[src/rtl/instr_fetch_unit.sv]
// Instruction fetch unit: issues sequential fetches under a credit limit, buffers
// returned instructions with their PCs, and flushes/refetches on redirect.
module instr_fetch_unit #(
    parameter int              XLEN     = 32,
    parameter int              DEPTH    = 4,
    parameter logic [XLEN-1:0] RESET_PC = 32'h0000_0000
) (
    input  logic            clk,
    input  logic            reset,
    input  logic            redirect_valid,
    input  logic [XLEN-1:0] redirect_pc,
    output logic            req_valid,
    output logic [XLEN-1:0] req_addr,
    input  logic            req_ready,
    input  logic            resp_valid,
    input  logic [XLEN-1:0] resp_data,
    output logic            inst_valid,
    output logic [XLEN-1:0] inst_data,
    output logic [XLEN-1:0] inst_pc,
    input  logic            inst_ready
);

    localparam int AW = $clog2(DEPTH);
    localparam int CW = AW + 1;

    logic [XLEN-1:0] fetch_pc;
    logic [XLEN-1:0] resp_pc;
    logic [XLEN-1:0] pc_mem    [DEPTH];
    logic [XLEN-1:0] instr_mem [DEPTH];
    logic [AW-1:0]   wr_ptr;
    logic [AW-1:0]   rd_ptr;
    logic [CW-1:0]   count;
    logic [CW-1:0]   outstanding;
    logic [CW-1:0]   outstanding_next;
    logic [CW-1:0]   drop_cnt;
    logic [CW:0]     credit_sum;
    logic [XLEN-1:0] redirect_base;
    logic            req_fire;
    logic            resp_drop;
    logic            push;
    logic            pop;

    // Credit rule: buffered plus in-flight never exceeds DEPTH, so a push always fits.
    assign credit_sum    = {1'b0, count} + {1'b0, outstanding};
    assign req_valid     = !reset && !redirect_valid && (credit_sum < (CW+1)'(DEPTH));
    assign req_addr      = fetch_pc;
    assign req_fire      = req_valid && req_ready;

    assign redirect_base = {redirect_pc[XLEN-1:2], 2'b00};
    assign resp_drop     = resp_valid && (drop_cnt != '0);
    assign push          = resp_valid && (drop_cnt == '0) && !redirect_valid;

    assign inst_valid    = (count != '0);
    assign inst_data     = instr_mem[rd_ptr];
    assign inst_pc       = pc_mem[rd_ptr];
    assign pop           = inst_valid && inst_ready && !redirect_valid;

    assign outstanding_next = outstanding + CW'(req_fire) - CW'(resp_valid);

    // A redirect flushes the buffer and marks every still-pending response as stale.
    always_ff @(posedge clk) begin
        if (reset) begin
            fetch_pc    <= RESET_PC;
            resp_pc     <= RESET_PC;
            wr_ptr      <= '0;
            rd_ptr      <= '0;
            count       <= '0;
            outstanding <= '0;
            drop_cnt    <= '0;
        end else begin
            outstanding <= outstanding_next;
            if (redirect_valid) begin
                fetch_pc <= redirect_base;
                resp_pc  <= redirect_base;
                wr_ptr   <= '0;
                rd_ptr   <= '0;
                count    <= '0;
                drop_cnt <= outstanding_next;
            end else begin
                if (req_fire) begin
                    fetch_pc <= fetch_pc + XLEN'(4);
                end
                if (push) begin
                    wr_ptr  <= wr_ptr + AW'(1);
                    resp_pc <= resp_pc + XLEN'(4);
                end
                if (pop) begin
                    rd_ptr <= rd_ptr + AW'(1);
                end
                count <= count + CW'(push) - CW'(pop);
                if (resp_drop) begin
                    drop_cnt <= drop_cnt - CW'(1);
                end
            end
        end
    end

    always_ff @(posedge clk) begin
        if (push) begin
            pc_mem[wr_ptr]    <= resp_pc;
            instr_mem[wr_ptr] <= resp_data;
        end
    end

endmodule
[config.mk]
export PLATFORM = sky130hd
export DESIGN_NAME = instr_fetch_unit
export DESIGN_NICKNAME = d
export VERILOG_FILES = /design/src/rtl/instr_fetch_unit.sv
export SDC_FILE = /design/constraint.sdc
export NUM_CORES = 1
export LEC_CHECK = 0
export CORE_AREA = 2 2 212 214
export DETAILED_ROUTE_END_ITERATION = 10
export DIE_AREA = 0 0 214 216
export GPL_ROUTABILITY_DRIVEN = 1
export PLACE_DENSITY = 0.5
export SYNTH_ARGS = -nofsm -noshare
export SYNTH_HDL_FRONTEND = slang
export SYNTH_SLANG_ARGS = --single-unit
[constraint.sdc]
create_clock -name clk -period 3.64 [get_ports clk]
set_input_delay 0.546 -clock clk [delete_from_list [all_inputs] [get_ports clk]]
set_output_delay 0.546 -clock clk [all_outputs]
set_load 0.02 [all_outputs]
* Word level (Yosys, flattened, before mapping)
Memory sizes are Yosys's and may differ from the RTL's. A register that Yosys moved wholly into a read port is not among the register bits.
Cells that the tools add are included.
** Storage, ports and cells
- Register bits after elaboration :: 77
- Bits in writable memories :: 256
- Input bits :: 70
- Output and inout bits :: 98
- Word-level logic and storage cells :: 51
- Memories kept :: 2
** Cells by class
- Add/subtract/negate cells :: 10
- Order comparisons :: 1
- Mux-type cells :: 12
- Reductions and logical operators :: 17
** Memories
- instr_mem :: words 4, bits a word 32, rd ports 1, clocked after memory_dff 1, wr ports 1, line 29 : logic [XLEN-1:0] instr_mem [DEPTH];
- pc_mem :: words 4, bits a word 32, rd ports 1, clocked after memory_dff 1, wr ports 1, line 28 : logic [XLEN-1:0] pc_mem [DEPTH];
** Operators by type and width (count)
- 32-bit 2-to-1 mux :: 4
- 32-bit by 3-bit adder with 32-bit output, second input constant :: 2
- 1-bit logical AND :: 8
- 2-bit 2-to-1 mux :: 4
- 3-bit by 1-bit adder with 3-bit output :: 2
- 3-bit 2-to-1 mux :: 2
- 2-bit nonzero test :: 3
- 3-bit nonzero test :: 2
- 3-bit by 1-bit subtractor with 3-bit output :: 2
- 2-bit by 1-bit adder with 2-bit output, second input constant :: 2
- 3-bit by 3-bit adder with 4-bit output :: 1
- 4-bit by 3-bit < comparator with 1-bit output, second input constant :: 1
- 3-bit logical NOT :: 1
- 3-bit by 1-bit subtractor with 3-bit output, second input constant :: 1
- 1-bit logical NOT :: 2
- 1-bit 2-to-1 mux :: 2
- 2-bit OR reduction :: 1

* Depth between registers and ports, before layout
- Depth after elaboration :: 7
- Gate-level depth with buffers :: 13
- Depth with buffers taken out :: 12

* Worst setup path before layout
OpenSTA, ideal clock, no wires.
- Kind :: input port to flip-flop
- Start point :: input port redirect_valid
- End point :: register drop_cnt[2]
- Library setup time :: 86 ps
- Data arrival time :: 2881 ps
- Required time :: 3554 ps
- Slack :: 673 ps
- Stages on the path :: 13
- Buffers on the path :: 3
- Cells stage by stage :: clkbuf_1 > nor4_1 > and4b_1 > buf_2 > inv_2 > buf_2 > ha_1 > inv_1 > ha_1 > fa_1 > xnor2_1 > xnor2_1 > a211oi_1
** Between the ends
- Cells in the longest elaborated chain, start to end :: 7
- Elaborated cells on any way between the ends :: 8
- Classes of those cells :: add/sub: 2; mux: 1; reduce/logical: 5
** RTL lines
- start, declared :: line 10 : input logic redirect_valid,
- 1-bit logical NOT :: line 45 : assign req_valid = !reset && !redirect_valid && (credit_sum < (CW+1)'(DEPTH));
- 1-bit logical AND (2 in series) :: line 45
- 1-bit logical AND :: line 47 : assign req_fire = req_valid && req_ready;
- 3-bit by 1-bit adder with 3-bit output :: line 58 : assign outstanding_next = outstanding + CW'(req_fire) - CW'(resp_valid);
- 3-bit by 1-bit subtractor with 3-bit output :: line 58
- 3-bit 2-to-1 mux :: line 72 : if (redirect_valid) begin
- end signal, assigned :: line 78 : drop_cnt <= outstanding_next;
- end signal, assigned :: line 92 : drop_cnt <= drop_cnt - CW'(1);
- end, declared :: line 35 : logic [CW-1:0] drop_cnt;
Several ways; a longest one is shown, not always the timed one.
A chain may end at the register's enable or synchronous reset.

==> flow_summary.toml <==
[yosys]
synth_top_area_frac = 0.573
ys_warn_count = 0
syn_area_mm2 = 0.0130
synthTopCellsByArea = "edfxtp_1, dfxtp_1, mux4_2, xor2_1, xnor2_1"
synthAdderAreaFrac = 0.0166
synth_edf_count = 248
synth_area_leader_cell = "edfxtp_1"
synth_top_family_by_area = "multiplexers"
async_flop_share = 0
synth_cells = 807
synthSimpleGateAreaFrac = 0.0791
synth_mux_area_frac = 0.110
synth_compound_area_frac = 0.0528
synthDistinctLibCells = 50
synth-xor-area-share = 0.0330
syn_avg_cell_area_um2 = 16.1
ys.flop_type = "edfxtp_1"
yosysSeqAreaShare = 0.688
ys_seq_elements = 323

[clock_tree]
cts_max_level = 2
hold_buffers = 0
root_buffer = "clkbuf_16"
clock_path_buffers = 3
cts_resized = 0
insertion_delay_ns = 0.54
cts_sinks = 323
cts_buffers = 38
cts_setup_buffers = 0
cts_tree = "yes"
clkTransAtPathRegs_ns = 0.06

[sta]
min_period_ns = 3.21
fin_skew_ns = 0.0175
tightest_slew_ns = 0.779
rsz0062_at_grt = "no"
tns_ns = 0
relSlewSlack = 0.481
setup_viol = 0
final-max-slew-violation-count = 0
finalHoldViolations = 0
max_clock_freq_mhz = 312
min_period_over_period = 0.882

[detailed_routing]
vias = 7533
dr.pass1.iters = 4
post-route-drc-count = 0
drtIter0Drc = 344
wl_per_cell_um = 19.3
detail-route-antenna-nets = 0
routed_wirelength_um = 31000
vias_per_cell = 4.68

[run_status]
status = "complete, no violations"

[floorplan]
ios = 168
die-height_um = 216
die_x_um = 214
coreArea_mm2 = 0.0438
die-area_mm2 = 0.0462
row_count = 77
start_util = 0.297

[finish]
antennaDiodeCount = 0
fin_nets = 1077
syn_to_final_growth_pct = 28.3
final_layout_size_suffix_gt1_frac = 0.147
fill_cells = 4096
final_util = 0.380

[power]
power_density_mw_per_mm2 = 526
cellLeakagePower_nw = 5.32
ir_worst_vdd_v = 0.000284

[critical_path]
start_kind = "flop"
cp_cell_sequence = "buf_4, mux4_2, clkdlybuf4s50_1"
critPathMaxStageDelay_ns = 0.63
critical_path.slowest_cell = "clkdlybuf4s50_1"
critical_path_class = "reg -> out"
crit_arrival_ns = 2.66
worstPathMaxFanout = 16
crit_required_ns = 3.09
crit_path_end_kind = "output pin"
crit-reg2reg-launch = "count[2]"

[global_routing]
grt_first_pass_wirelength_um = 47700
grt_max_degree = 77
grt_pass1_vias = 7831
antenna_found_initial = 0
track_usage = 0.135
grt_overflow = 0

[place]
dp.final_hpwl_um = 20300
port_buffers = 161
gp_congestion = 0.787

[worst_hold_path]
min_path_type = "reg -> reg"
min_from = "wr_ptr[1]"

[run]
cap_violations = 0
-- final cells by class --
type | count | area, um2 | share of cell area
clock buffer | 52 | 1090 | 0.0652
inverter | 19 | 71.3 | 0.00428
timing repair buffer | 182 | 1890 | 0.114
multi-input combinational | 427 | 3810 | 0.228
sequential | 323 | 8950 | 0.537
tap | 592 | 741 | 0.0444
clock inverter | 13 | 121 | 0.00728
-- state kept, by name, indices dropped and copies added, names as in the netlist, named ones only --
| signal | count |
|---|---|
| pc_mem | 120 |
| wr_ptr | 2 |
| instr_mem | 128 |
| outstanding | 3 |
| resp_pc | 30 |
| req_addr | 30 |
| rd_ptr | 2 |
| drop_cnt | 3 |
| count | 3 |
-- cells in the final DEF, fill, tap and decap left out, types with 12 or more instances in the layout --
master and count:
edfxtp_1 248, clkdlybuf4s50_1 161, dfxtp_1 73, mux4_2 62, nand2_1 47, clkbuf_16 41, nor2_1 34, nand3_1 30
xor2_1 26, xnor2_1 23, nand4_1 19, inv_1 17, o21a_1 14, ha_1 14, a211oi_1 13, a21boi_0 13
o21ai_0 12
-- metal layers --
metal | GRT usage | part of all wire | wire length, um
met1 | 0.179 | 0.45 | 14000
met2 | 0.216 | 0.47 | 14600
met3 | 0.0341 | 0.057 | 1780
met4 | 0.0427 | 0.020 | 616
met5 | 0 | 0 | 0
-- critical path, delay by kind of cell (launching register included) --
kind	cells	cell delay, ns
flops	1	0.53
mux	1	0.55
buf+inv	2	1.02
-- where the power goes --
group          leakage, nW  switching (W)  internal, W  total [W]
sequential            2.88       0.000122      0.00413    0.00425
combinational         1.85       0.000422     0.000392   0.000815
clock                0.591        0.00147      0.00223    0.00370
-- cells by family after synthesis --
kind of cell / count (synthesis)
flops: 323
buf+inv: 60
simple gates: 192
xor+xnor: 49
other cells: 1
compound gates: 101
mux: 65
fa+ha+maj: 16
-- synth_stat cells (12+ instances only) --
cell and instances:
a21boi_0 13, ha_1 14, nand4_1 19, dfxtp_1 75
nand2_1 47, nor2_1 34, nand3_1 30, a211oi_1 13
inv_1 18, xnor2_1 23, edfxtp_1 248, xor2_1 26
o21ai_0 12, mux4_2 62, o21a_1 14, clkbuf_1 24
-- through the flow --
step	std cells	total power (W)	hold slack (ns)	cell area, um2	setup WS (ns)
2_1_floorplan	810	0.00473	0.469	13000	0.673
3_3_place_gp	1543	0.00515	0.482	15500	0.523
3_5_place_dp	1543	0.00515	0.500	15500	0.505
4_1_cts	1608	0.00891	0.507	16700	0.316
5_1_grt	1608	0.00913	0.557	16700	0.274
6_report	1608	0.00876	0.512	16700	0.431
-- final timing paths --
kind / to / slack, ns / depth (start not counted)
max: inst_pc[16] / 0.43 / 3
min: wr_ptr[1] / 0.51 / 2
max reg2reg: drop_cnt[2] / 1.01 / 11
min reg2reg: wr_ptr[1] / 0.51 / 2
Power figures use the tool's default switching activity.
